$ cat config.mk
export PLATFORM = sky130hd
export DESIGN_NAME = br_resolve_unit
export DESIGN_NICKNAME = d
export VERILOG_FILES = /design/src/rtl/br_pkg.sv /design/src/rtl/br_resolve_unit_cmp.sv /design/src/rtl/br_resolve_unit.sv
export SDC_FILE = /design/constraint.sdc
export NUM_CORES = 1
export LEC_CHECK = 0
export CAP_MARGIN = 20
export CORE_AREA = 2 2 555 557
export CTS_CLUSTER_SIZE = 8
export DETAILED_ROUTE_END_ITERATION = 6
export DIE_AREA = 0 0 557 559
export SKIP_CTS_REPAIR_TIMING = 1
export SLEW_MARGIN = 30
export SYNTH_ARGS = -nofsm -noshare
export SYNTH_HDL_FRONTEND = slang
export SYNTH_SLANG_ARGS = --single-unit
$ cat constraint.sdc
create_clock -name clk -period 54.8 [get_ports clk]
set_clock_uncertainty 0.05 [all_clocks]
set_input_delay 13.7 -clock clk [delete_from_list [all_inputs] [get_ports clk]]
set_output_delay 13.7 -clock clk [all_outputs]
set_load 0.1 [all_outputs]
$ cat src/rtl/br_pkg.sv
// Shared branch-resolution types and constants.
// Metadata bundle layout matches the fetch-side predictor.
package br_pkg;

  localparam int BR_N         = 12;
  localparam int BR_RAS_DEPTH = 16;
  localparam int BR_RAS_W     = 4;

  localparam logic [6:0] OPC_BRANCH = 7'b1100011;
  localparam logic [6:0] OPC_JAL    = 7'b1101111;
  localparam logic [6:0] OPC_JALR   = 7'b1100111;

  localparam logic [2:0] F3_BEQ  = 3'b000;
  localparam logic [2:0] F3_BNE  = 3'b001;
  localparam logic [2:0] F3_BLT  = 3'b100;
  localparam logic [2:0] F3_BGE  = 3'b101;
  localparam logic [2:0] F3_BLTU = 3'b110;
  localparam logic [2:0] F3_BGEU = 3'b111;

  typedef struct packed {
    logic [31:0]                pred_pc;
    logic                       pred_taken;
    logic                       gshare_taken;
    logic                       local_taken;
    logic [BR_N-1:0]            ghr;
    logic [BR_N-1:0]            lht;
    logic [BR_RAS_W-1:0]        ras_sp;
    logic [BR_RAS_DEPTH*32-1:0] ras;
  } spec_meta_t;

  typedef struct packed {
    logic       valid;
    logic [31:0] pc;
    logic [31:0] imm;
    logic [6:0]  opcode;
    logic [2:0]  func3;
    spec_meta_t  meta;
  } id_ex_t;

  typedef enum logic {
    SQ_NORMAL,
    SQ_SQUASH
  } sq_state_e;

endpackage

$ cat src/rtl/br_resolve_unit_cmp.sv
// Conditional-branch comparator: func3 and operands to taken.
// Reserved func3 encodings resolve not-taken.
module br_cmp
  import br_pkg::*;
(
  input  logic [2:0]  func3,
  input  logic [31:0] rs1,
  input  logic [31:0] rs2,
  output logic        taken
);

  always_comb begin
    taken = 1'b0;
    unique case (func3)
      F3_BEQ:  taken = (rs1 == rs2);
      F3_BNE:  taken = (rs1 != rs2);
      F3_BLT:  taken = ($signed(rs1) < $signed(rs2));
      F3_BGE:  taken = ($signed(rs1) >= $signed(rs2));
      F3_BLTU: taken = (rs1 < rs2);
      F3_BGEU: taken = (rs1 >= rs2);
      default: taken = 1'b0;
    endcase
  end

endmodule

$ cat src/rtl/br_resolve_unit.sv
// Execute-stage branch resolution, redirect and predictor training.
// Wrong-path decode handshakes are squashed after each redirect.
module br_resolve_unit
  import br_pkg::*;
#(
  parameter int N            = BR_N,
  parameter int RAS_DEPTH    = BR_RAS_DEPTH,
  parameter int RAS_W        = BR_RAS_W,
  parameter int SQUASH_DEPTH = 1
) (
  input  logic                   clk,
  input  logic                   rst,
  input  logic                   d_valid,
  input  logic                   e_allow_in,
  input  logic [31:0]            d_pc,
  input  logic [31:0]            d_pred_pc,
  input  logic [31:0]            d_imm,
  input  logic [6:0]             d_opcode,
  input  logic [2:0]             d_func3,
  input  logic                   d_is_jump_instr,
  input  logic                   d_pred_taken,
  input  logic                   d_gshare_taken,
  input  logic                   d_local_taken,
  input  logic [N-1:0]           d_ghr_snapshot,
  input  logic [N-1:0]           d_lht_snapshot,
  input  logic [RAS_W-1:0]       d_ras_sp,
  input  logic [RAS_DEPTH*32-1:0] d_ras_snapshot,
  input  logic [31:0]            e_rs1_val,
  input  logic [31:0]            e_rs2_val,
  output logic                   e_stage_valid,
  output logic                   e_stage_is_jump_instr,
  output logic                   e_actual_taken,
  output logic                   e_pred_correct,
  output logic                   e_is_cond_br,
  output logic                   e_is_jalr,
  output logic [31:0]            e_pc,
  output logic [31:0]            e_redirect_pc,
  output logic [31:0]            e_imm,
  output logic [2:0]             e_func3,
  output logic [N-1:0]           e_train_ghr_snapshot,
  output logic [N-1:0]           e_train_lht_snapshot,
  output logic [RAS_W-1:0]       e_train_ras_sp,
  output logic [RAS_DEPTH*32-1:0] e_train_ras_snapshot,
  output logic                   e_train_gshare_taken,
  output logic                   e_train_local_taken,
  output logic                   e_flush,
  output logic [31:0]            br_cnt,
  output logic [31:0]            mispred_cnt
);

  id_ex_t      e_q, e_d;
  sq_state_e   state_q, state_d;
  logic [1:0]  sq_cnt_q, sq_cnt_d;
  logic        rd_done_q, rd_done_d;
  logic [31:0] br_cnt_q, br_cnt_d;
  logic [31:0] mis_cnt_q, mis_cnt_d;

  logic        is_cond, is_jal, is_jalr, is_jump;
  logic        cmp_taken, act_taken, pred_ok;
  logic [31:0] target, seq_pc, redir;
  logic        cnt_en;

  // Jump class is re-derived from the latched opcode.
  logic unused_d_jump;
  assign unused_d_jump = d_is_jump_instr;

  assign is_cond = e_q.valid & (e_q.opcode == OPC_BRANCH);
  assign is_jal  = e_q.valid & (e_q.opcode == OPC_JAL);
  assign is_jalr = e_q.valid & (e_q.opcode == OPC_JALR);
  assign is_jump = is_cond | is_jal | is_jalr;
  assign seq_pc  = e_q.pc + 32'd4;

  br_cmp u_cmp (
    .func3 (e_q.func3),
    .rs1   (e_rs1_val),
    .rs2   (e_rs2_val),
    .taken (cmp_taken)
  );

  always_comb begin
    target = seq_pc;
    unique case (1'b1)
      is_jalr:         target = (e_rs1_val + e_q.imm) & ~32'h1;
      is_cond, is_jal: target = e_q.pc + e_q.imm;
      default:         target = seq_pc;
    endcase
  end

  assign act_taken = is_cond ? cmp_taken : (is_jal | is_jalr);
  assign redir     = !e_q.valid ? 32'h0 : (act_taken ? target : seq_pc);
  assign pred_ok   = e_q.valid &
                     (!is_jump |
                      ((e_q.meta.pred_taken == act_taken) &
                       (e_q.meta.pred_pc == redir)));

  assign e_flush       = is_jump & ~pred_ok & ~rd_done_q;
  assign e_stage_valid = e_q.valid & ~rd_done_q;
  assign cnt_en        = e_stage_valid & is_jump & e_allow_in;

  always_comb begin
    e_d = e_q;
    if (e_allow_in) begin
      e_d.valid             = d_valid & ~e_flush & (state_q == SQ_NORMAL);
      e_d.pc                = d_pc;
      e_d.imm               = d_imm;
      e_d.opcode            = d_opcode;
      e_d.func3             = d_func3;
      e_d.meta.pred_pc      = d_pred_pc;
      e_d.meta.pred_taken   = d_pred_taken;
      e_d.meta.gshare_taken = d_gshare_taken;
      e_d.meta.local_taken  = d_local_taken;
      e_d.meta.ghr          = d_ghr_snapshot;
      e_d.meta.lht          = d_lht_snapshot;
      e_d.meta.ras_sp       = d_ras_sp;
      e_d.meta.ras          = d_ras_snapshot;
    end
  end

  // One flush per instruction: latch it until E advances.
  assign rd_done_d = e_allow_in ? 1'b0 : (rd_done_q | e_flush);

  always_comb begin
    state_d  = state_q;
    sq_cnt_d = sq_cnt_q;
    if (e_flush) begin
      state_d  = SQ_SQUASH;
      sq_cnt_d = 2'(SQUASH_DEPTH);
    end else if (state_q == SQ_SQUASH && d_valid && e_allow_in) begin
      sq_cnt_d = sq_cnt_q - 2'd1;
      if (sq_cnt_q == 2'd1) state_d = SQ_NORMAL;
    end
  end

  always_comb begin
    br_cnt_d  = br_cnt_q;
    mis_cnt_d = mis_cnt_q;
    if (cnt_en && br_cnt_q != 32'hFFFF_FFFF)
      br_cnt_d = br_cnt_q + 32'd1;
    if (cnt_en && !pred_ok && mis_cnt_q != 32'hFFFF_FFFF)
      mis_cnt_d = mis_cnt_q + 32'd1;
  end

  always_ff @(posedge clk or posedge rst) begin
    if (rst) begin
      e_q       <= '0;
      state_q   <= SQ_NORMAL;
      sq_cnt_q  <= 2'd0;
      rd_done_q <= 1'b0;
      br_cnt_q  <= 32'd0;
      mis_cnt_q <= 32'd0;
    end else begin
      e_q       <= e_d;
      state_q   <= state_d;
      sq_cnt_q  <= sq_cnt_d;
      rd_done_q <= rd_done_d;
      br_cnt_q  <= br_cnt_d;
      mis_cnt_q <= mis_cnt_d;
    end
  end

  assign e_stage_is_jump_instr = is_jump;
  assign e_actual_taken        = act_taken;
  assign e_pred_correct        = pred_ok;
  assign e_is_cond_br          = is_cond;
  assign e_is_jalr             = is_jalr;
  assign e_pc                  = e_q.pc;
  assign e_redirect_pc         = redir;
  assign e_imm                 = e_q.imm;
  assign e_func3               = e_q.func3;
  assign e_train_ghr_snapshot  = e_q.meta.ghr;
  assign e_train_lht_snapshot  = e_q.meta.lht;
  assign e_train_ras_sp        = e_q.meta.ras_sp;
  assign e_train_ras_snapshot  = e_q.meta.ras;
  assign e_train_gshare_taken  = e_q.meta.gshare_taken;
  assign e_train_local_taken   = e_q.meta.local_taken;
  assign br_cnt                = br_cnt_q;
  assign mispred_cnt           = mis_cnt_q;

endmodule

==> metrics.md <==
| Metric | Value |
|---|---|
| Register area share after synthesis | `between 40% and 50%` |
| Worst Path Buf+Inv | `5` |
| Max FO, Critical Path | `33` |
| Share of synthesized registers carrying an async set or reset | `between 90% and 100%` |
| Critical Path RT | `a little over 40 ns` |
| Die Height | `about 560 µm` |
| Clock share of power | `about a third` |
| Non-Filler Instances | `roughly 8300` |
| Full die area | `between 0.3 and 0.4 mm²` |
| Total core area | `between 0.3 and 0.4 mm²` |
| Number of synthesized flops with an enable pin | `0` |
| Overflow after GRT | `0` |
| R2R Setup Slk | `roughly 48 ns` |
| Flops & latches, synth | `~720` |
| Flop pwr share | `a little under a third` |
| Pins Over Slew Limit | `0` |
| Max stage delay on crit path | `between 0.6 and 0.7 ns` |
| Setup tns final | `0 ns` |
| Synth Cell Area | `about 0.038 mm²` |
| RSZ-0062 raised after global routing | `false` |
| Worst reg2reg path depth | `19` |
| I/O Buffers | `1428` |
| Met1 Track Usage GR | `20.4%` |
| Drt initial violations | `roughly 1500` |
| Power Dens Cells | `38.4 mW/mm²` |
| GR Util met2 | `between 20% and 30%` |
| Hold path cells | `1` |
| Largest family of logic cells by synthesized area | `multiplexers` |
| Grt peak-use layer | `met2` |
| Routed via count | `29600` |
| Num rows | `203` |
| Critical path data arrival time | `roughly 20 ns` |
| Mux cell area share after synthesis | `approximately a fifth` |
| TritonCTS buffer count | `between 100 and 150` |
| CTS sink cnt | `between 700 and 800` |
| Worst slew pin tran | `between 1 and 1.5 ns` |
| Tot GR Track Use | `approximately 16%` |
| Crit path max-delay family | `simple AND/OR/NAND/NOR gates` |
| Routed Antenna Nets | `0` |
| Routed WL | `approximately 260 mm` |
| CP cell instances | `clkdlybuf4s50_1 -> ha_1 -> nand4_1 -> nor3_1 -> a21boi_0 -> o41ai_1 -> and4_1 -> or2_4 -> o21ai_2 -> buf_4 -> inv_1 -> o32ai_1 -> xor2_1 -> a2111o_1 -> or4_4 -> nor3_4 -> buf_4 -> nor2_1 -> nor2_1 -> buf_2` |
| Layout cell share with drive strength beyond 1 | `between 30% and 40%` |
| Synth Area in Compound Gates | `6.36%` |
| Final-report setup violation count | `0` |
| Worst setup SP type | `input port` |
| Synth Flop Type | `dfrtp_1` |
| Crit. Startpoint | `e_rs1_val[9]` |
| Wire per inst | `between 30 and 40 µm` |
| Post-DP HPWL | `~230 mm` |
| Period utilisation layout | `62.2%` |
| Adder-Cell Fraction of Synth Area | `between 3 and 4%` |
| Initial antenna violation count | `between 100 and 150` |
| Netlist cell types | `90` |
| Int Power | `between 0.001 and 0.0015 W` |
| Switch share | `between 40% and 50%` |
| Via density per instance | `3.56` |
| Slew HR | `30.9%` |
| Final nets | `between 4000 and 5000` |
| Synth warn | `0` |
| Pre-antenna DRT Iters | `5` |
| Mapped Cells | `approximately 3300` |
| H-tree levels | `3` |
| Slowest-stage cell, CP | `o32ai_1` |
| Post-Synth Simple-Gate Area | `6.85%` |
| P_leak | `between 20 and 25 nW` |
| Crit path depth | `20` |
| Global-route wire length before repair | `335 mm` |
| Avg Cell Area, Syn | `11.6 µm²` |
| Largest area contributor in the netlist | `dfrtp_1` |
| Number of remaining DRC errors | `0` |
| Fin crit period | `between 30 and 40 ns` |
| Post-Synth XOR/XNOR Area | `roughly 3.6%` |
| Clock transition at path regs | `0.05 ns` |
| CTS tree | `yes` |
| Hold Path Class | `flip-flop to flip-flop` |
| Largest net degree at the start of global routing | `about 140` |
| Synth top area share | `~47%` |
| Mapped Nets | `slightly above 4000` |
| IO Pins | `between 1000 and 1500` |
| Crit path capture type | `primary output` |
| Status | `finished clean` |
| Die X | `between 500 and 600 µm` |
| VDD IR-drop max | `roughly 0.000027 V` |
| Final weighted congestion in routability-driven placement | `about 0.96` |
| Placed insts | `about 8100` |
| P_sw | `between 0.0009 and 0.001 W` |
| Area grow syn2layout | `43.7%` |
| GR Layer Usage met3 | `between 6 and 7%` |
| RR Startpoint | `e_q[649]` |
| Longest Clk Path Bufs | `4` |
| Fmax | `a little under 0.03 GHz` |
| Endpoints failing hold | `0` |
| Util after Layout | `between 15 and 20%` |
| Logic pwr share | `~37%` |
| Initial core utilization | `12.5%` |
| Vias in the first global route | `approximately 30000` |
| CP endpoint | `e_pred_correct` |
| Leading post-synthesis cells by cell area | `dfrtp_1, mux2_2, buf_4` |
| CTS root buf | `clkbuf_16` |
| MaxCap Viol Count | `0` |
| Worst-skew pair later-pin latency | `~0.84 ns` |
| R2R Path End | `e_q[649]` |
| Crit path kind | `input port to primary output` |
layer usage:
layer  wire [µm]  up-vias
met4        5960       12
li1            -    12700
met1      111000    15000
met5          74        -
met2      120000     1463
met3       27400      341
placed cells by master, fill, tap and decap left out, types with 10 or more instances in the layout:
master             n
clkdlybuf4s50_1  944
dfrtp_1          718
mux2_2           635
buf_4            363
nand2_1          156
buf_2            150
clkbuf_16        114
ha_1              97
a21oi_1           91
nor2_1            87
xor2_1            80
xnor2_1           76
inv_1             73
o21ai_0           61
nand3_1           59
nand4_1           44
nor3_1            43
and3_1            35
diode_2           23
a21o_1            22
a211oi_1          18
o22ai_1           17
clkbuf_8          16
o211ai_1          15
a22oi_1           15
nor4_1            13
a31oi_1           13
and2_1            12
o21a_1            10
o21bai_1          10
power groups by stage:
stage | clock network, W | registers, W | logic [W]
6_report | 0.000694 | 0.000632 | 0.000783
5_1_grt | 0.000740 | 0.000639 | 0.000814
4_1_cts | 0.000727 | 0.000633 | 0.000792
3_5_place_dp | 0 | 0.000641 | 0.000790
3_3_place_gp | 0 | 0.000640 | 0.000801
2_1_floorplan | 0 | 0.000618 | 0.000587
cells in the mapped netlist, types with 4 or more instances:
cell type and instances:
buf_1 8, o21bai_1 10, o2111ai_1 7, or4_1 5
a21oi_1 91, a221oi_1 7, inv_1 74, and3_1 35
o31ai_1 5, or3_1 4, dfrtp_1 718, and4_1 8
nand2_1 156, clkbuf_1 105, a22o_1 5, buf_4 608
a31oi_1 13, and2_1 12, a22oi_1 15, ha_1 97
nor2b_1 8, a211o_1 5, a31o_2 4, nor3_1 44
o22ai_1 17, nor3b_1 9, buf_2 4, buf_6 4
o41ai_1 5, nand3_1 59, a21o_1 22, o21a_1 10
o211ai_1 15, mux2i_1 6, nand4_1 44, nor2_1 87
o21ai_0 62, nand2b_1 7, xnor2_1 76, a211oi_1 19
nor4_1 13, mux2_2 635, xor2_1 80
registers in the layout, summed over array words and instances (netlist names):
signal                count
sq_cnt_q                  2
e_train_gshare_taken      1
e_imm                    32
e_pc                     32
e_train_ras_snapshot    512
e_train_ghr_snapshot     12
br_cnt                   32
e_train_lht_snapshot     12
e_train_local_taken       1
state_q                   1
rd_done_q                 1
e_q                      41
e_func3                   3
e_train_ras_sp            4
mispred_cnt              32
per-stage QoR:
stage | setup slack (ns) | instance area [µm²] | hold WS, ns | total power [W]
after floorplan | 20.05 | 38200 | 0.423 | 0.00121
after global placement | 19.92 | 52100 | 0.425 | 0.00144
after detailed placement | 20.67 | 51400 | 0.431 | 0.00143
after CTS | 20.66 | 54800 | 0.441 | 0.00215
after global routing | 20.38 | 54800 | 0.462 | 0.00219
final | 20.72 | 54900 | 0.438 | 0.00211
worst min-delay path by stage:
stage | end | from | slack [ns]
global placement | mispred_cnt[19] | mispred_cnt[19] | 0.43
finish | mispred_cnt[19] | mispred_cnt[19] | 0.44
floorplan | e_q[584] | e_q[584] | 0.42
detailed placement | mispred_cnt[19] | mispred_cnt[19] | 0.43
global route | e_train_ras_snapshot[85] | e_train_ras_snapshot[85] | 0.46
CTS | mispred_cnt[19] | mispred_cnt[19] | 0.44
layout make-up:
type	instances	area, µm²
antenna	23	57.6
clock buffer	138	3100
clock inverter	18	285
fill	33500	250000
inverter	75	289
multi-input combinational	1773	14900
sequential	718	18000
tap	4100	5130
timing repair buffer	1468	13100
kinds of logic after synthesis:
logic type,after synthesis
DFF,718
adders and majority gates,99
and+or+nand+nor,516
xor gates and xnor gates,156
AOI/OAI and AO/OA,360
muxes,642
buffers and inverters,804
(Power assumes the default switching activity.)
